[src/rtl/axi_lite_read_seq_master_if.sv]
// AXI4-Lite read-channel bundle (AR + R) between the sequencing master and its slave.
interface axi_lite_read_seq_master_if #(
   parameter int ADDR_W = 4,
   parameter int DATA_W = 32
);
   logic [ADDR_W-1:0] m_araddr;
   logic [2:0]        m_arprot;
   logic              m_arvalid;
   logic              m_arready;
   logic [DATA_W-1:0] m_rdata;
   logic [1:0]        m_rresp;
   logic              m_rvalid;
   logic              m_rready;

   // valid/ready: a beat transfers on a rising clock edge where both are high;
   // once valid is raised its payload is held stable and valid is never withdrawn before ready.
   modport master (
      output m_araddr, m_arprot, m_arvalid, m_rready,
      input  m_arready, m_rdata, m_rresp, m_rvalid
   );

   modport slave (
      input  m_araddr, m_arprot, m_arvalid, m_rready,
      output m_arready, m_rdata, m_rresp, m_rvalid
   );
endinterface

[src/rtl/axi_lite_read_seq_master.sv]
// AXI4-Lite read master that issues `count` single-beat reads from base_addr stepping by stride,
// streaming each word with its index and tracking response errors and phase timeouts.
module axi_lite_read_seq_master #(
   parameter int C_M_AXI_DATA_WIDTH = 32,
   parameter int C_M_AXI_ADDR_WIDTH = 4,
   parameter int CNT_WIDTH          = 4,
   parameter int TIMEOUT_CYCLES     = 16,
   parameter int STOP_ON_ERR        = 1
) (
   input  logic                          m_aclk,
   input  logic                          m_areset,
   input  logic                          start,
   input  logic [C_M_AXI_ADDR_WIDTH-1:0] base_addr,
   input  logic [C_M_AXI_ADDR_WIDTH-1:0] stride,
   input  logic [CNT_WIDTH-1:0]          count,
   output logic                          busy,
   output logic                          done,
   output logic [C_M_AXI_DATA_WIDTH-1:0] rd_data_out,
   output logic                          rd_data_valid,
   output logic [CNT_WIDTH-1:0]          rd_index,
   output logic                          err,
   output logic [CNT_WIDTH-1:0]          err_index,
   output logic [1:0]                    err_resp,
   output logic                          timeout,
   output logic [1:0]                    dbg_state,
   axi_lite_read_seq_master_if.master    m_axi
);
   localparam logic [1:0] S_IDLE = 2'd0;
   localparam logic [1:0] S_ADDR = 2'd1;
   localparam logic [1:0] S_DATA = 2'd2;
   localparam logic [1:0] S_DONE = 2'd3;

   // One spare count above the limit so the saturated value can never alias the trigger value.
   localparam int            TW     = $clog2(TIMEOUT_CYCLES + 2);
   localparam logic [TW-1:0] TO_VAL = TW'(TIMEOUT_CYCLES);

   logic [1:0]                    state_q, state_d;
   logic [C_M_AXI_ADDR_WIDTH-1:0] addr_q, addr_d;
   logic [C_M_AXI_ADDR_WIDTH-1:0] stride_q, stride_d;
   logic [CNT_WIDTH-1:0]          count_q, count_d;
   logic [CNT_WIDTH-1:0]          idx_q, idx_d;
   logic [C_M_AXI_DATA_WIDTH-1:0] rd_data_q, rd_data_d;
   logic                          rd_valid_q, rd_valid_d;
   logic [CNT_WIDTH-1:0]          rd_index_q, rd_index_d;
   logic                          err_q, err_d;
   logic [CNT_WIDTH-1:0]          err_index_q, err_index_d;
   logic [1:0]                    err_resp_q, err_resp_d;
   logic                          timeout_q, timeout_d;
   logic [TW-1:0]                 phase_cnt_q, phase_cnt_d;

   always_comb begin
      state_d     = state_q;
      addr_d      = addr_q;
      stride_d    = stride_q;
      count_d     = count_q;
      idx_d       = idx_q;
      rd_data_d   = rd_data_q;
      rd_valid_d  = 1'b0;
      rd_index_d  = rd_index_q;
      err_d       = err_q;
      err_index_d = err_index_q;
      err_resp_d  = err_resp_q;
      timeout_d   = timeout_q;
      phase_cnt_d = phase_cnt_q;

      case (state_q)
         S_IDLE: begin
            if (start) begin
               err_d       = 1'b0;
               err_index_d = '0;
               err_resp_d  = 2'b00;
               timeout_d   = 1'b0;
               count_d     = count;
               if (count != '0) begin
                  addr_d      = base_addr;
                  stride_d    = stride;
                  idx_d       = '0;
                  phase_cnt_d = '0;
                  state_d     = S_ADDR;
               end else begin
                  state_d = S_DONE;
               end
            end
         end
         S_ADDR: begin
            if (m_axi.m_arready) begin
               phase_cnt_d = '0;
               state_d     = S_DATA;
            end
         end
         S_DATA: begin
            if (m_axi.m_rvalid) begin
               rd_data_d  = m_axi.m_rdata;
               rd_valid_d = 1'b1;
               rd_index_d = idx_q;
               if ((m_axi.m_rresp != 2'b00) && !err_q) begin
                  err_d       = 1'b1;
                  err_index_d = idx_q;
                  err_resp_d  = m_axi.m_rresp;
               end
               if ((idx_q == (count_q - CNT_WIDTH'(1))) ||
                   ((STOP_ON_ERR != 0) && (m_axi.m_rresp != 2'b00))) begin
                  state_d = S_DONE;
               end else begin
                  idx_d       = idx_q + CNT_WIDTH'(1);
                  addr_d      = addr_q + stride_q;
                  phase_cnt_d = '0;
                  state_d     = S_ADDR;
               end
            end
         end
         default: state_d = S_IDLE;
      endcase

      // Timeout only flags a slow phase; the handshake itself is always carried to completion.
      if ((TIMEOUT_CYCLES != 0) && ((state_q == S_ADDR) || (state_q == S_DATA)) &&
          (state_d == state_q)) begin
         if (phase_cnt_q != TO_VAL) phase_cnt_d = phase_cnt_q + TW'(1);
         if ((phase_cnt_q + TW'(1)) == TO_VAL) timeout_d = 1'b1;
      end
   end

   always_ff @(posedge m_aclk) begin
      if (m_areset) begin
         state_q     <= S_IDLE;
         addr_q      <= '0;
         stride_q    <= '0;
         count_q     <= '0;
         idx_q       <= '0;
         rd_data_q   <= '0;
         rd_valid_q  <= 1'b0;
         rd_index_q  <= '0;
         err_q       <= 1'b0;
         err_index_q <= '0;
         err_resp_q  <= 2'b00;
         timeout_q   <= 1'b0;
         phase_cnt_q <= '0;
      end else begin
         state_q     <= state_d;
         addr_q      <= addr_d;
         stride_q    <= stride_d;
         count_q     <= count_d;
         idx_q       <= idx_d;
         rd_data_q   <= rd_data_d;
         rd_valid_q  <= rd_valid_d;
         rd_index_q  <= rd_index_d;
         err_q       <= err_d;
         err_index_q <= err_index_d;
         err_resp_q  <= err_resp_d;
         timeout_q   <= timeout_d;
         phase_cnt_q <= phase_cnt_d;
      end
   end

   assign busy          = (state_q == S_ADDR) || (state_q == S_DATA);
   assign done          = (state_q == S_DONE);
   assign rd_data_out   = rd_data_q;
   assign rd_data_valid = rd_valid_q;
   assign rd_index      = rd_index_q;
   assign err           = err_q;
   assign err_index     = err_index_q;
   assign err_resp      = err_resp_q;
   assign timeout       = timeout_q;
   assign dbg_state     = state_q;

   assign m_axi.m_araddr  = addr_q;
   assign m_axi.m_arprot  = 3'b000;
   assign m_axi.m_arvalid = (state_q == S_ADDR);
   assign m_axi.m_rready  = (state_q == S_DATA);
endmodule

[src/flat_wrapper.sv]
// flat-port wrapper written by rule: the top's interface ports become plain ports
module axi_lite_read_seq_master_flat 
#(
   parameter int C_M_AXI_DATA_WIDTH = 32,
   parameter int C_M_AXI_ADDR_WIDTH = 4,
   parameter int CNT_WIDTH          = 4,
   parameter int TIMEOUT_CYCLES     = 16,
   parameter int STOP_ON_ERR        = 1
)
  (m_aclk, m_areset, start, base_addr, stride, count, busy, done, rd_data_out, rd_data_valid, rd_index, err, err_index, err_resp, timeout, dbg_state, m_axi_m_araddr, m_axi_m_arprot, m_axi_m_arvalid, m_axi_m_rready, m_axi_m_arready, m_axi_m_rdata, m_axi_m_rresp, m_axi_m_rvalid);
  axi_lite_read_seq_master_if #(.ADDR_W(4), .DATA_W(32)) m_axi_i ();
  input  logic m_aclk;
  input  logic m_areset;
  input  logic start;
  input  logic [C_M_AXI_ADDR_WIDTH-1:0] base_addr;
  input  logic [C_M_AXI_ADDR_WIDTH-1:0] stride;
  input  logic [CNT_WIDTH-1:0] count;
  output logic busy;
  output logic done;
  output logic [C_M_AXI_DATA_WIDTH-1:0] rd_data_out;
  output logic rd_data_valid;
  output logic [CNT_WIDTH-1:0] rd_index;
  output logic err;
  output logic [CNT_WIDTH-1:0] err_index;
  output logic [1:0] err_resp;
  output logic timeout;
  output logic [1:0] dbg_state;
  output wire logic [$bits(m_axi_i.m_araddr)-1:0] m_axi_m_araddr;
  output wire logic [$bits(m_axi_i.m_arprot)-1:0] m_axi_m_arprot;
  output wire logic [$bits(m_axi_i.m_arvalid)-1:0] m_axi_m_arvalid;
  output wire logic [$bits(m_axi_i.m_rready)-1:0] m_axi_m_rready;
  input wire logic [$bits(m_axi_i.m_arready)-1:0] m_axi_m_arready;
  input wire logic [$bits(m_axi_i.m_rdata)-1:0] m_axi_m_rdata;
  input wire logic [$bits(m_axi_i.m_rresp)-1:0] m_axi_m_rresp;
  input wire logic [$bits(m_axi_i.m_rvalid)-1:0] m_axi_m_rvalid;
  assign m_axi_m_araddr = m_axi_i.m_araddr;
  assign m_axi_m_arprot = m_axi_i.m_arprot;
  assign m_axi_m_arvalid = m_axi_i.m_arvalid;
  assign m_axi_m_rready = m_axi_i.m_rready;
  assign m_axi_i.m_arready = m_axi_m_arready;
  assign m_axi_i.m_rdata = m_axi_m_rdata;
  assign m_axi_i.m_rresp = m_axi_m_rresp;
  assign m_axi_i.m_rvalid = m_axi_m_rvalid;
  axi_lite_read_seq_master #(.C_M_AXI_DATA_WIDTH(C_M_AXI_DATA_WIDTH), .C_M_AXI_ADDR_WIDTH(C_M_AXI_ADDR_WIDTH), .CNT_WIDTH(CNT_WIDTH), .TIMEOUT_CYCLES(TIMEOUT_CYCLES), .STOP_ON_ERR(STOP_ON_ERR)) u_core (.m_aclk(m_aclk), .m_areset(m_areset), .start(start), .base_addr(base_addr), .stride(stride), .count(count), .busy(busy), .done(done), .rd_data_out(rd_data_out), .rd_data_valid(rd_data_valid), .rd_index(rd_index), .err(err), .err_index(err_index), .err_resp(err_resp), .timeout(timeout), .dbg_state(dbg_state), .m_axi(m_axi_i));
endmodule
[config.mk]
export PLATFORM = sky130hd
export DESIGN_NAME = axi_lite_read_seq_master_flat
export DESIGN_NICKNAME = d
export VERILOG_FILES = /design/src/rtl/axi_lite_read_seq_master_if.sv /design/src/rtl/axi_lite_read_seq_master.sv /design/src/flat_wrapper.sv
export SDC_FILE = /design/constraint.sdc
export NUM_CORES = 1
export LEC_CHECK = 0
export CORE_MARGIN = 1.5
export CORE_UTILIZATION = 48
export CTS_CLUSTER_DIAMETER = 50
export DETAILED_ROUTE_END_ITERATION = 16
export PLACE_DENSITY = 0.85
export SETUP_SLACK_MARGIN = 0.1
export SLEW_MARGIN = 20
export SYNTH_ARGS = -nofsm -noshare
export SYNTH_HDL_FRONTEND = slang
export SYNTH_SLANG_ARGS = --single-unit
[constraint.sdc]
create_clock -name m_aclk -period 6.45 [get_ports m_aclk]
set_input_delay 0.645 -clock m_aclk [delete_from_list [all_inputs] [get_ports m_aclk]]
set_output_delay 0.645 -clock m_aclk [all_outputs]
set_load 0.05 [all_outputs]
==> impl_metrics.ini <==
[run_status]
outcome = finished, final reports clean

[timing]
timing.setup.tns_ns = 0
timing.clock.skew_ns = 0.007795
finalCriticalPeriod_ns = 3.411
slew_viol_final = 0
setup_violations = 0
report.final.hold_viol_count = 0
worstMarginPinSlew_ns = 0.9192
post-route-period-util_pct = 52.88
setup_repair_after_global_routing_missed_its_margin = false
max_freq_ghz = 0.2932
max_slew_headroom_pct = 38.15

[setup_path]
crit_arrival_ns = 3.64
critPathMaxFanout = 30
timing_worst_setup_path_type = flop to flop
worst_ep_required_time_ns = 6.68
timing.critical_path.to_type = flop
ff2ff_setup_slack_ns = 3.04
timing.critical_path.from_type = flop

[final_layout]
insertedDiodeCount = 0
syn_to_final_growth_pct = 42.11
finalNetCount = 539
finalNonFillerCells = 555
drive_gt1_share_pct = 5.000

[floorplan]
start_util_pct = 50.69
core_area_sq_mm = 0.006026
core.rowCount = 28
floorplan.die_area_sq_mm = 0.006850
dieWidth_um = 82.77
design.portCount = 109
die_h_um = 82.77

[global_routing]
grt-ovfl-total = 0
grt_use_total_pct = 22.99
antenna_found_initial = 0
grt_first_pass_wirelength_um = 11920
via_count_of_the_first_global_routing_pass = 2655
grt_max_degree = 71

[clocking]
cts-resized-gates = 0
cts_max_path_buffers = 2
worstSkewPairLatency_ns = 0.34
cts_made_buffers = 9
ctsHoldBuffers = 0
clock_pin_slew_on_the_worst_setup_and_hold_paths_ns = 0.07
cts_root_buf = clkbuf_8
ctsHtreeMaxLevel = 3
number_of_buffers_inserted_by_post_cts_setup_repair = 0
cts_tree = yes
numClockSinks = 68

[place]
hpwl_reported_at_the_end_of_detailed_placement_um = 5479
dp_cells = 539
port-buffer-count = 105
gpl.final_weighted_congestion = 0.8479

[synth]
synth_enable_flop_cells = 0
synthDistinctLibCells = 45
synth_seq_area_share_pct = 44.57
total_standard_cell_area_after_synthesis_sq_mm = 0.003054
synthFlopType = dfxtp_1
synth_async_sr_flop_share_pct = 0
synthCells = 377
synthesis.yosys.warnings = 0
synthesis.area_per_instance_sq_um = 8.101
synth-seq-cells = 68

[job]
timing.max_cap.violations = 0

[detailed_routing]
vias = 2824
detailedRoute.firstPassIterationCount = 4
drc_errors = 0
first_iter_violations = 120
drtAntennaViolNets = 0
avgViaCountPerCell = 5.088
wl_per_cell_um = 13.83
drt_wl_total_um = 7676

[pwr]
pwr_density_cell_mw_per_mm2 = 271.2
post-layout-total-power_w = 0.001177
total_leakage_power_nw = 1.574
power.ir.vdd_worst_mv = 0.2155

[min_path]
min-delay-path-class = flop to flop
==> cell families after synthesis <==
group,share of synthesized area [%]
buffers and inverters,4.998
adder cells (fa/ha/maj),5.571
AO/OA/AOI/OAI,16.76
multiplexers,2.130
other,0.1228
AND/OR/NAND/NOR,21.96
XOR/XNOR,3.892
flip-flops,44.57
==> cells in the final DEF, fill, tap and decap left out, drive strengths merged, types with 2 or more instances in the layout <==
cell type and count:
o21ai 10, xor2 4, conb 3, a211oi 5, buf 4, nand2b 7, bufinv 2, o41ai 2
nor2 17, nand4 3, nand2 96, ha 12, mux2i 5, dfxtp 68, clkinvlp 2, xnor2 7
o21bai 2, a211o 2, clkdlybuf4s50 104, clkinv 2, o31ai 4, nor3 4, clkbuf 10, inv 14
nor2b 5, nand3 15, a21oi 55
==> layout make-up <==
class                      count  area [sq um]
fill                         456          1685
multi-input combinational    274          1548
sequential                    68          1361
timing repair buffer         108          1069
clock buffer                  10         127.6
tap                           75         93.84
clock inverter                 6         88.84
inverter                      14         52.55
==> metal layers <==
metal	vias to the layer above	wire (um)	global-route usage [%]
met5	-	0	0
met4	0	235	13.17
met3	23	451	4.066
met2	95	3718	39.84
met1	1250	3270	26.47
li1	1456	-	-
==> state kept, by name, indices dropped and copies added (netlist names) <==
| register | count |
|---|---|
| u_core.phase_cnt_q | 5 |
| u_core.rd_data_valid | 1 |
| u_core.dbg_state | 2 |
| u_core.idx_q | 4 |
| u_core.timeout | 1 |
| u_core.err | 1 |
| u_core.rd_index | 4 |
| u_core.stride_q | 4 |
| u_core.err_resp | 2 |
| u_core.count_q | 4 |
| u_core.m_axi.m_araddr | 4 |
| u_core.rd_data_out | 32 |
| u_core.err_index | 4 |
==> path summary, 6_finish.rpt <==
kind | from | endpoint | cells past startpoint
worst min register to register | u_core.err_index[0]$_SDFFE_PP0P_ | u_core.err_index[0]$_SDFFE_PP0P_ | 2
worst max register to register | u_core.dbg_state[1]$_SDFF_PP0_ | u_core.idx_q[3]$_SDFFE_PP0P_ | 7
worst max-delay path | u_core.dbg_state[1]$_SDFF_PP0_ | u_core.idx_q[3]$_SDFFE_PP0P_ | 7
worst min-delay path | u_core.err_index[0]$_SDFFE_PP0P_ | u_core.err_index[0]$_SDFFE_PP0P_ | 2
==> synth_stat cells, drive strengths merged (2+ instances only) <==
master,count,area share (%)
a211o,2,0.57
a211oi,5,1.2
a21oi,55,9.0
buf,6,1.1
clkbuf,17,2.1
dfxtp,68,45
ha,12,4.9
inv,14,1.7
mux2i,5,1.6
nand2,96,12
nand2b,7,1.4
nand3,15,2.6
nand4,3,0.61
nor2,17,2.2
nor2b,5,1.0
nor3,4,0.66
o21ai,10,1.6
o21bai,2,0.49
o31ai,4,0.98
o41ai,2,1.2
xnor2,7,2.0
xor2,4,1.1
==> stage by stage <==
step	setup slack (ns)	hold WS (ns)	cell area, sq um	utilization, %
2_1_floorplan	3.408	0.4488	3062	-
4_1_cts	3.062	0.4529	4340	72.03
3_5_place_dp	3.138	0.4432	4124	68.44
6_report	3.039	0.4497	4340	72.03
5_1_grt	2.765	0.4771	4340	72.03
3_3_place_gp	3.287	0.4402	4124	68.44
==> where the power goes <==
part,leakage [nW],switching [W],internal [W]
combinational,0.920,0.000200,0.000128
sequential,0.551,0.0000246,0.000445
clock,0.102,0.000161,0.000218
total,1.57,0.000386,0.000791
==> critical path, cell delays in order, from the launching register on <==
cell     delay [ns]
dfxtp_1        0.48
ha_1           0.70
nand2_1        0.51
buf_4          0.39
o41ai_4        0.75
nand4_1        0.20
xor2_1         0.19
nor2_1         0.07
No activity file was read; power rests on OpenSTA's default activity.
==> RTL change, RTL diff (same flow settings) <==
`TIMEOUT_CYCLES` is set to 16 in 2 places; all go to 8.
--- a/src/rtl/axi_lite_read_seq_master.sv
+++ b/src/rtl/axi_lite_read_seq_master.sv
@@ -4,7 +4,7 @@
    parameter int C_M_AXI_DATA_WIDTH = 32,
    parameter int C_M_AXI_ADDR_WIDTH = 4,
    parameter int CNT_WIDTH          = 4,
-   parameter int TIMEOUT_CYCLES     = 16,
+   parameter int TIMEOUT_CYCLES     = 8,
    parameter int STOP_ON_ERR        = 1
 ) (
    input  logic                          m_aclk,
--- a/src/flat_wrapper.sv
+++ b/src/flat_wrapper.sv
@@ -4,7 +4,7 @@
    parameter int C_M_AXI_DATA_WIDTH = 32,
    parameter int C_M_AXI_ADDR_WIDTH = 4,
    parameter int CNT_WIDTH          = 4,
-   parameter int TIMEOUT_CYCLES     = 16,
+   parameter int TIMEOUT_CYCLES     = 8,
    parameter int STOP_ON_ERR        = 1
 )
   (m_aclk, m_areset, start, base_addr, stride, count, busy, done, rd_data_out, rd_data_valid, rd_index, err, err_index, err_resp, timeout, dbg_state, m_axi_m_araddr, m_axi_m_arprot, m_axi_m_arvalid, m_axi_m_rready, m_axi_m_arready, m_axi_m_rdata, m_axi_m_rresp, m_axi_m_rvalid);
Formal check against the unedited RTL: not equivalent (Yosys sat finds a counterexample within 10 cycles, from zero or initial values and one cycle with m_areset high).
==> RTL change against the unedited design <==
- synthesized cell count decreased by 0.80%
- via count increased by 3.0%
- clock power is 6.9% higher
- setup slack better by 0.12 ns
- power grew 1.5%
- sequential cell count shrank 1
- area after synthesis fell by 1.8%
- die area shrank 1.7%
- sequential power shrank 1%
- final area decreased by 1.2%
- wire length increased by 2.1%
==> RTL change: results (changes against the unedited design) <==
final_layout:
  buffers: 107  # was 108
  nClkBuffers: 11  # was 10
  drive_above_1_share_pct: 6.11  # was 5.00%
  sh_seq_area_pct: 31.3  # was 31.4%
  post-route-cell-area_um2: 4290  # was 4340 µm²
  area_delta_synth_final_pct: 42.9  # was 42.1%
  area_share_nonclk_buffers_pct: 24.8  # was 24.6%
  nNonClkInverters: 15  # was 14
  clock_area_share_pct: 5.46  # was 4.99%
  comb.multi_input.count: 270  # was 274
  stdcell_count: 550  # was 555
  fill_cells: 470  # was 456
  multiInputGateArea_um2: 1500  # was 1550 µm²
synthesis:
  synth.area.top_cells: "dfxtp_1, nand2_1, a21oi_1"  # unchanged
  seq_area_frac_synth_pct: 44.7  # was 44.6%
  synth_common_cells: "nand2_1, dfxtp_1, a21oi_1"  # unchanged
  yosysUniqueCellTypes: 46  # was 45
  synth_cells: 374  # was 377
  ys_warn_count: 0  # unchanged
place:
  dp_hpwl_um: 5530  # was 5480 µm
  gp_congestion: 0.908  # was 0.848
  place_ws_ns: 3.16  # was 3.14 ns
  dp.cells: 534  # was 539
  placed_area_um2: 4050  # was 4120 µm²
power:
  powerDensity_nw_per_um2: 279  # was 271 nW/µm²
  p_leak_nw: 1.57  # about the same
  vdd_drop_max_mv: 0.184  # was 0.216 mV
  p_clk_mw: 0.405  # was 0.379 mW
  switching_share_pct: 32.5  # was 32.8%
  combinationalPowerShare_pct: 27.3  # was 27.9%
clock_network:
  cts_buffer_depth: 2  # unchanged
  clock_sinks: 67  # was 68
  htreeDepth: 3  # unchanged
global_routing:
  grt_max_degree: 65  # was 71
  grt_pass1_vias: 2782  # was 2655
  grt_overflow: 0  # unchanged
  grt_usage_pct: 23.7  # was 23.0%
run_status:
  status: "finished, final reports clean"  # unchanged
worst_setup_path:
  slowest_delay_ns: 0.66  # was 0.75 ns
  crit_arrival_ns: 3.56  # was 3.64 ns
  crit_fanout: 38  # was 30
timing:
  worst_pin_slew_ns: 0.872  # was 0.919 ns
  fin_skew_ns: 0.00527  # was 0.00779 ns
drt:
  drt_first_pass_iters: 5  # was 4
  wl_um: 7840  # was 7680 µm
  first_iter_violations: 91  # was 120
  avgViaCountPerCell: 5.29  # was 5.09
==> RTL change: cell families after synthesis <==
family / share of synthesized area (%)
simple gates: 22.8
compound gates: 15.4
flops: 44.7
buf+inv: 5.59
fa+ha+maj: 5.26
xor+xnor: 3.46
mux: 2.67
other cells: 0.125
==> RTL change: final timing paths <==
check                 startpoint                    end  slack, ns  depth (start not counted)
max          u_core.dbg_state[0]  u_core.phase_cnt_q[3]       3.16                          9
min          u_core.err_index[0]    u_core.err_index[0]       0.45                          2
max reg2reg  u_core.dbg_state[0]  u_core.phase_cnt_q[3]       3.16                          9
min reg2reg  u_core.err_index[0]    u_core.err_index[0]       0.45                          2
==> RTL change: metal layers <==
layer	vias up	part of all wire [%]	track usage, %	wire length [µm]
met4	0	2.5	11.4	196
met3	16	7.0	6.33	545
li1	1437	-	-	-
met1	1348	41	27.6	3220
met2	107	49	40.1	3880
met5	-	0	0	0
